## config.mk

```make
export PLATFORM = sky130hd
export DESIGN_NAME = pipe_stage_reg
export DESIGN_NICKNAME = d
export VERILOG_FILES = /design/src/rtl/pipe_pkg.sv /design/src/rtl/pipe_skid_buf.sv /design/src/rtl/pipe_stage_reg.sv
export SDC_FILE = /design/constraint.sdc
export NUM_CORES = 1
export LEC_CHECK = 0
export ABC_AREA = 0
export CORE_AREA = 2 2 216 218
export CTS_CLUSTER_DIAMETER = 40
export DETAILED_ROUTE_END_ITERATION = 10
export DIE_AREA = 0 0 218 220
export PLACE_DENSITY = 0.48
export SLEW_MARGIN = 20
export SYNTH_ARGS = -nofsm -noshare
export SYNTH_HDL_FRONTEND = slang
export SYNTH_SLANG_ARGS = --single-unit
export TNS_END_PERCENT = 1
```

## constraint.sdc

```tcl
create_clock -name clk -period 2.8 [get_ports clk]
set_input_delay 0.42 -clock clk [delete_from_list [all_inputs] [get_ports clk]]
set_output_delay 0.42 -clock clk [all_outputs]
set_load 0.03 [all_outputs]
```

## src/rtl/pipe_pkg.sv

```systemverilog
// Shared definitions for rv64 inter-stage registers: occupancy state encoding,
// default payload widths per boundary and payload field offsets for callers.
package pipe_pkg;

   typedef enum logic [1:0] {
      PS_EMPTY = 2'd0,
      PS_FULL  = 2'd1,
      PS_BUSY  = 2'd2
   } pipe_state_e;

   localparam int IF_ID_W  = 96;
   localparam int ID_EX_W  = 256;
   localparam int EX_MEM_W = 192;
   localparam int MEM_WB_W = 128;

   // Payload layout, LSB first; callers pack/unpack with these.
   localparam int PC_LSB      = 0;
   localparam int PC_W        = 64;
   localparam int RD_LSB      = 64;
   localparam int RD_W        = 5;
   localparam int REG_WEN_BIT = 69;
   localparam int OPCODE_LSB  = 70;
   localparam int OPCODE_W    = 7;
   localparam int ALU_OP_LSB  = 77;
   localparam int ALU_OP_W    = 4;
   localparam int LS_OP_LSB   = 81;
   localparam int LS_OP_W     = 4;
   localparam int BR_OP_LSB   = 85;
   localparam int BR_OP_W     = 3;
   localparam int COMMIT_LSB  = 88;
   localparam int COMMIT_W    = 64;

endpackage

```

## src/rtl/pipe_skid_buf.sv

```systemverilog
// Main + skid register pair with registered in_ready, so upstream never sees
// a combinational path from out_ready.
module pipe_skid_buf
   import pipe_pkg::*;
#(
   parameter int DATA_W = 256
) (
   input  logic              clk,
   input  logic              rst,
   input  logic              flush,
   input  logic              in_valid,
   output logic              in_ready,
   input  logic [DATA_W-1:0] in_data,
   output logic              out_valid,
   input  logic              out_ready,
   output logic [DATA_W-1:0] out_data
);

   pipe_state_e       state_q, state_d;
   logic [DATA_W-1:0] main_q, main_d;
   logic [DATA_W-1:0] skid_q, skid_d;
   logic              rdy_q;
   logic              in_xfer;

   assign in_xfer = in_valid & rdy_q;

   always_comb begin
      state_d = state_q;
      main_d  = main_q;
      skid_d  = skid_q;
      case (state_q)
         PS_EMPTY: begin
            if (in_xfer) begin
               state_d = PS_FULL;
               main_d  = in_data;
            end
         end
         PS_FULL: begin
            if (in_xfer && out_ready) begin
               main_d = in_data;
            end else if (in_xfer) begin
               state_d = PS_BUSY;
               skid_d  = in_data;
            end else if (out_ready) begin
               state_d = PS_EMPTY;
            end
         end
         PS_BUSY: begin
            if (out_ready) begin
               state_d = PS_FULL;
               main_d  = skid_q;
            end
         end
         default: state_d = PS_EMPTY;
      endcase
      // Flush drops occupancy only; held data stays put.
      if (flush) begin
         state_d = PS_EMPTY;
         main_d  = main_q;
         skid_d  = skid_q;
      end
   end

   always_ff @(posedge clk) begin
      if (rst) begin
         state_q <= PS_EMPTY;
         main_q  <= '0;
         skid_q  <= '0;
         rdy_q   <= 1'b1;
      end else begin
         state_q <= state_d;
         main_q  <= main_d;
         skid_q  <= skid_d;
         rdy_q   <= (state_d != PS_BUSY);
      end
   end

   assign in_ready  = rdy_q;
   assign out_valid = (state_q != PS_EMPTY);
   assign out_data  = main_q;

endmodule

```

## src/rtl/pipe_stage_reg.sv

```systemverilog
// Generic pipeline boundary register with valid/ready handshake, flush,
// optional skid buffer and a saturating stall counter.
module pipe_stage_reg
   import pipe_pkg::*;
#(
   parameter int DATA_W = 256,
   parameter int SKID   = 0,
   parameter int CNT_W  = 32
) (
   input  logic              clk,
   input  logic              rst,
   input  logic              flush,
   input  logic              in_valid,
   output logic              in_ready,
   input  logic [DATA_W-1:0] in_data,
   output logic              out_valid,
   input  logic              out_ready,
   output logic [DATA_W-1:0] out_data,
   output logic [CNT_W-1:0]  stall_cnt
);

   function automatic logic [CNT_W-1:0] sat_inc(input logic [CNT_W-1:0] v);
      return (&v) ? v : v + 1'b1;
   endfunction

   generate
      if (SKID != 0) begin : g_skid
         pipe_skid_buf #(
            .DATA_W(DATA_W)
         ) u_skid (
            .clk      (clk),
            .rst      (rst),
            .flush    (flush),
            .in_valid (in_valid),
            .in_ready (in_ready),
            .in_data  (in_data),
            .out_valid(out_valid),
            .out_ready(out_ready),
            .out_data (out_data)
         );
      end else begin : g_reg
         pipe_state_e       state_q, state_d;
         logic [DATA_W-1:0] data_q, data_d;
         logic              rdy;

         // Single entry: free slot this cycle if empty or draining.
         assign rdy = (state_q == PS_EMPTY) | out_ready;

         always_comb begin
            state_d = state_q;
            data_d  = data_q;
            if (flush) begin
               state_d = PS_EMPTY;
            end else if (in_valid && rdy) begin
               state_d = PS_FULL;
               data_d  = in_data;
            end else if (out_ready) begin
               state_d = PS_EMPTY;
            end
         end

         always_ff @(posedge clk) begin
            if (rst) begin
               state_q <= PS_EMPTY;
               data_q  <= '0;
            end else begin
               state_q <= state_d;
               data_q  <= data_d;
            end
         end

         assign in_ready  = rdy;
         assign out_valid = (state_q == PS_FULL);
         assign out_data  = data_q;
      end
   endgenerate

   logic [CNT_W-1:0] cnt_q, cnt_d;

   assign cnt_d = (out_valid && !out_ready) ? sat_inc(cnt_q) : cnt_q;

   always_ff @(posedge clk) begin
      if (rst) cnt_q <= '0;
      else     cnt_q <= cnt_d;
   end

   assign stall_cnt = cnt_q;

endmodule

```

After elaboration in Yosys (flattened, before gate mapping)
Cells that the tools add are included.
- output and inout port bits: 290
- bits of input ports: 261
- word-level logic and storage cells: 18
- flip-flop bits (word level): 289
- bitwise logic cells: 3
- mux-type cells: 2
- reduce and logical (&&, ||, !) cells: 9
- add/subtract/negate cells: 1
- operator list (operator ; number):
    adder 32 x 1 -> 32 bit (second input constant) ; 1
    AND reduction 32 bit ; 1
    AND reduction 2 bit ; 2
    logical AND 1 bit ; 2
    zero test 2 bit ; 1
    two-way mux 1 bit ; 2
    NOT 1 bit ; 2
    nonzero test 2 bit ; 1
    OR reduction 2 bit ; 1
    zero test 1 bit ; 1
    OR 1 bit ; 1

Depth between registers and ports, before layout
- depth in word-level cells: 4
- mapped depth: 8
- depth with buffers taken out: 6

Worst setup path before layout
No wires, ideal clock.
- kind: register to register
- from: register cnt_q[6], in the netlist stall_cnt[6]
- to: register cnt_q[6], in the netlist stall_cnt[6]
- cell stages (with the launch flop): 7
- path slack: 0.196 ns
- data required time: 2.679 ns
- period minus slack after synthesis: 2.604 ns
- setup time: 0.121 ns
- path buffers: 1
- arrival: 2.483 ns
- cell sequence: dfxtp_1 nand4_2 or4_4 or4_1 buf_2 and3_1 mux2_4
- word-level cells in the longest chain between the ends: 3
- elaborated cells between the ends (all ways): 4
- classes of those cells: add/sub (1); bitwise (1); reduce/logical (2)
- RTL lines (item ; RTL line ; RTL):
    start: declaration ; pipe_stage_reg.sv:78 ; logic [CNT_W-1:0] cnt_q, cnt_d;
    start signal: assignment ; pipe_stage_reg.sv:84 ; else cnt_q <= cnt_d;
    parallel branches: the longest is 3 deep, another holds adder 32 x 1 -> 32 bit ; - ;
Parallel ways; which one is timed is not known.
A chain may end at the register's enable or synchronous reset.

Worst setup path after layout
- from: register cnt_q[5], in the netlist stall_cnt[5]
- to: register cnt_q[7], in the netlist stall_cnt[7]
The elaborated chain is that of the path after synthesis.

==> results.py <==
metrics = {
    "synthesis": {
        "synthArstFlopShare_pct": 0,
        "synth.distinct_cells": 37,
        "synth.avg_cell_area_um2": 7.879,
        "yosysTopAreaCell": "dfxtp_1",
        "synth_cells": 1319,
        "synth.top_cell.area_share_pct": 55.67,
        "syn-cell-area_mm2": 0.01039,
        "ys_warn_count": 0,
        "synthTopCellsByArea": "dfxtp_1 (56%), nand2_1 (19%), a21oi_1 (14%)",
        "syn-num-nets": 1581,
        "synth_ff_type": "dfxtp_1",
        "yosysSeqAreaShare_pct": 55.67,
        "yosys_register_bits": 289,
        "synth_edf_count": 0,
    },
    "sta": {
        "rsz0062_at_grt": "false",
        "setup_viol": 0,
        "fmax_ghz": 0.4076,
        "slew_viol_final": 0,
        "fin_crit_ns": 2.454,
        "fin_crit_sh_pct": 87.63,
        "finalClockSkew_ns": 0.02351,
        "slew_headroom_pct": 53.40,
        "finalHoldViolCount": 0,
        "final.setup.tns_ns": 0,
        "tightest_slew_ns": 0.6989,
    },
    "min_path": {
        "min_delay_path_depth": 3,
        "hp-start": "in_data[15]",
        "holdCritPathClass": "in2reg",
    },
    "die": {
        "io_pins": 551,
        "row_count": 79,
        "core_mm2": 0.04586,
        "initial_core_util_pct": 22.66,
        "die_h_um": 220,
        "die_area_mm2": 0.04796,
        "die_width_um": 218,
    },
    "placement": {
        "port-buffer-count": 550,
        "hpwl_um": 31480,
        "place.gp.congestion": 0.8503,
    },
    "clock_tree": {
        "post_cts_buffers": 0,
        "cts_root_buf": "clkbuf_16",
        "clock_latency_ns": 0.58,
        "cts.sinks": 289,
        "cts_buffers": 55,
        "cts.path.max_buffers": 3,
        "htreeDepth": 2,
        "clk_pin_slew_ns": 0.05,
        "cts.repair.resized": 0,
        "cts_tree": "yes",
        "ctsHoldBuffers": 0,
    },
    "cells_and_area": {
        "syn2layout_area_growth_pct": 80.87,
        "final_util_pct": 40.98,
        "fillers": 4647,
        "layout-drive-gt1-share_pct": 7.724,
        "final_net_count": 2137,
    },
    "grt": {
        "grtUsageTotal_pct": 17.13,
        "grt_pass1_wl_um": 63510,
        "overflow": 0,
        "grt_antenna_before_repair": 2,
        "grt_pass1_vias": 10631,
        "grt_start_max_net_pins": 87,
    },
    "outcome": {
        "outcome": "finished, final reports clean",
    },
    "pwr": {
        "p_leak_nw": 6.699,
        "p_per_area_mw_per_mm2": 683.0,
        "max-vdd-ir-drop_uv": 440.6,
    },
    "setup_path": {
        "reg2reg_from": "stall_cnt[5]$_SDFFE_PP0P_",
        "startpoint": "stall_cnt[5]$_SDFFE_PP0P_",
        "cp.required_ns": 3.21,
        "cp_num_buf_inv": 1,
        "path_depth": 6,
        "crit_family": "simple AND/OR/NAND/NOR gates",
        "crit_chain": "nand4_2, or4_4, nor4_4, buf_4, or4_1, a21oi_1",
        "worst_path_largest_cell_delay_ns": 0.61,
        "crit_path_start_kind": "register",
        "crit_fanout": 20,
        "setup.worst_path.end_class": "register",
        "cp.arrival_ns": 2.87,
        "worst-setup-path-type": "reg2reg",
        "r2r_cells": 6,
        "cp_slowest_cell": "or4_4",
    },
    "run": {
        "maxCapViolCount": 0,
    },
    "routing": {
        "vias": 10969,
        "drt-total-wl_um": 43020,
        "dr.pass1.iters": 5,
        "drt-initial-drc-count": 451,
        "avgRoutedWirePerCell_um": 17.04,
        "avgViaCountPerCell": 4.344,
        "detail-route-antenna-nets": 0,
        "post-route-drc-count": 0,
    },
}
area by class of cell:
cell class	instances	area, µm²	area share (%)
repair buffers	595	6060	32.24
flip-flops and latches	289	5786	30.78
multi-input cells	929	4229	22.50
clock buffers	73	1577	8.387
well taps	607	759.5	4.040
clock inverters	25	362.8	1.930
inverters	5	18.77	0.09985
diodes	2	5.005	0.02663
logic make-up (layout without fill, tap and decap cells):
| kind of cell | Yosys count | in the layout | share of synthesized area [%] |
|---|---|---|---|
| other | 0 | 2 | 0 |
| flip-flops | 289 | 289 | 55.67 |
| adder cells (fa/ha/maj) | 1 | 1 | 0.1204 |
| multiplexers | 3 | 3 | 0.3491 |
| XOR/XNOR | 1 | 1 | 0.08429 |
| AO/OA/AOI/OAI | 314 | 314 | 15.71 |
| AND/OR/NAND/NOR | 610 | 610 | 24.38 |
| buffers and inverters | 101 | 698 | 3.684 |
sequential cells by signal, indices dropped and copies added, names as in the netlist:
name / flops
stall_cnt: 32
g_reg.state_q: 1
out_data: 256
worst paths after layout:
kind / to / slack (ns)
worst max register to register: stall_cnt[7]$_SDFFE_PP0P_ / 0.35
worst min-delay path: out_data[15]$_SDFFE_PP0P_ / 0.38
worst max-delay path: stall_cnt[7]$_SDFFE_PP0P_ / 0.35
worst min register to register: out_data[207]$_SDFFE_PP0P_ / 0.45
worst register-to-register path, cell delays in order, from the launching register on:
cell	delay, ns
dfxtp_1	0.43
nand4_2	0.20
or4_4	0.61
nor4_4	0.54
buf_4	0.32
or4_1	0.14
a21oi_1	0.06
cells in the mapped netlist (all sizes together), types with 3 or more instances:
| cell | number |
|---|---|
| nand2 | 523 |
| dfxtp | 289 |
| a21oi | 282 |
| clkbuf | 89 |
| or4 | 15 |
| nand4 | 14 |
| nor2 | 12 |
| o21ai | 12 |
| o31ai | 12 |
| or3 | 11 |
| nand3 | 8 |
| buf | 7 |
| nor4 | 7 |
| inv | 5 |
| and3 | 4 |
| and4 | 3 |
| nor2b | 3 |
| nor3 | 3 |
layout by cell type (no fill, tap or decap), types with 4 or more instances in the layout:
cell type / netlist / layout
nand2_1: 523 / 523
inv_1: 5 / 5
o21ai_0: 12 / 12
o31ai_1: 12 / 12
clkbuf_8: 0 / 10
buf_12: 0 / 17
bufinv_16: 0 / 8
clkbuf_1: 89 / 7
nand4_1: 12 / 12
buf_4: 0 / 28
a21oi_1: 282 / 282
clkbuf_16: 0 / 57
nor2_1: 12 / 12
nand3_1: 8 / 8
and3_1: 4 / 4
nor4_1: 6 / 6
dfxtp_1: 289 / 289
clkinvlp_4: 0 / 6
or4_1: 14 / 14
clkdlybuf4s50_1: 0 / 549
clkinv_2: 0 / 8
or3_1: 11 / 11
report_power, final:
part           internal (mW)  switching, mW
sequential              4.30         0.0866
combinational          0.765          0.825
clock                   4.65           2.21
total                   9.72           3.12
stage by stage:
stage / power (mW) / cells / worst slack [ns] / hold WS [ns] / cell area (µm²)
5_1_grt: 13.35 / 2525 / 0.09203 / 0.3489 / 18800
3_3_place_gp: 6.058 / 2425 / 0.3701 / 0.4413 / 16850
2_1_floorplan: 5.139 / 1319 / 0.1956 / 0.4993 / 10390
4_1_cts: 13.06 / 2523 / 0.3430 / 0.3308 / 18790
3_5_place_dp: 6.065 / 2425 / 0.3397 / 0.4458 / 16850
6_report: 12.84 / 2525 / 0.3463 / 0.3777 / 18800
metal layers:
metal / global-route usage [%] / part of all wire (%) / up-vias
li1: - / - / 5507
met1: 19.94 / 40 / 5060
met2: 29.09 / 49 / 329
met3: 6.763 / 8.6 / 71
met4: 4.762 / 2.1 / 2
met5: 0 / 0.030 / -
(Power assumes the default switching activity.)
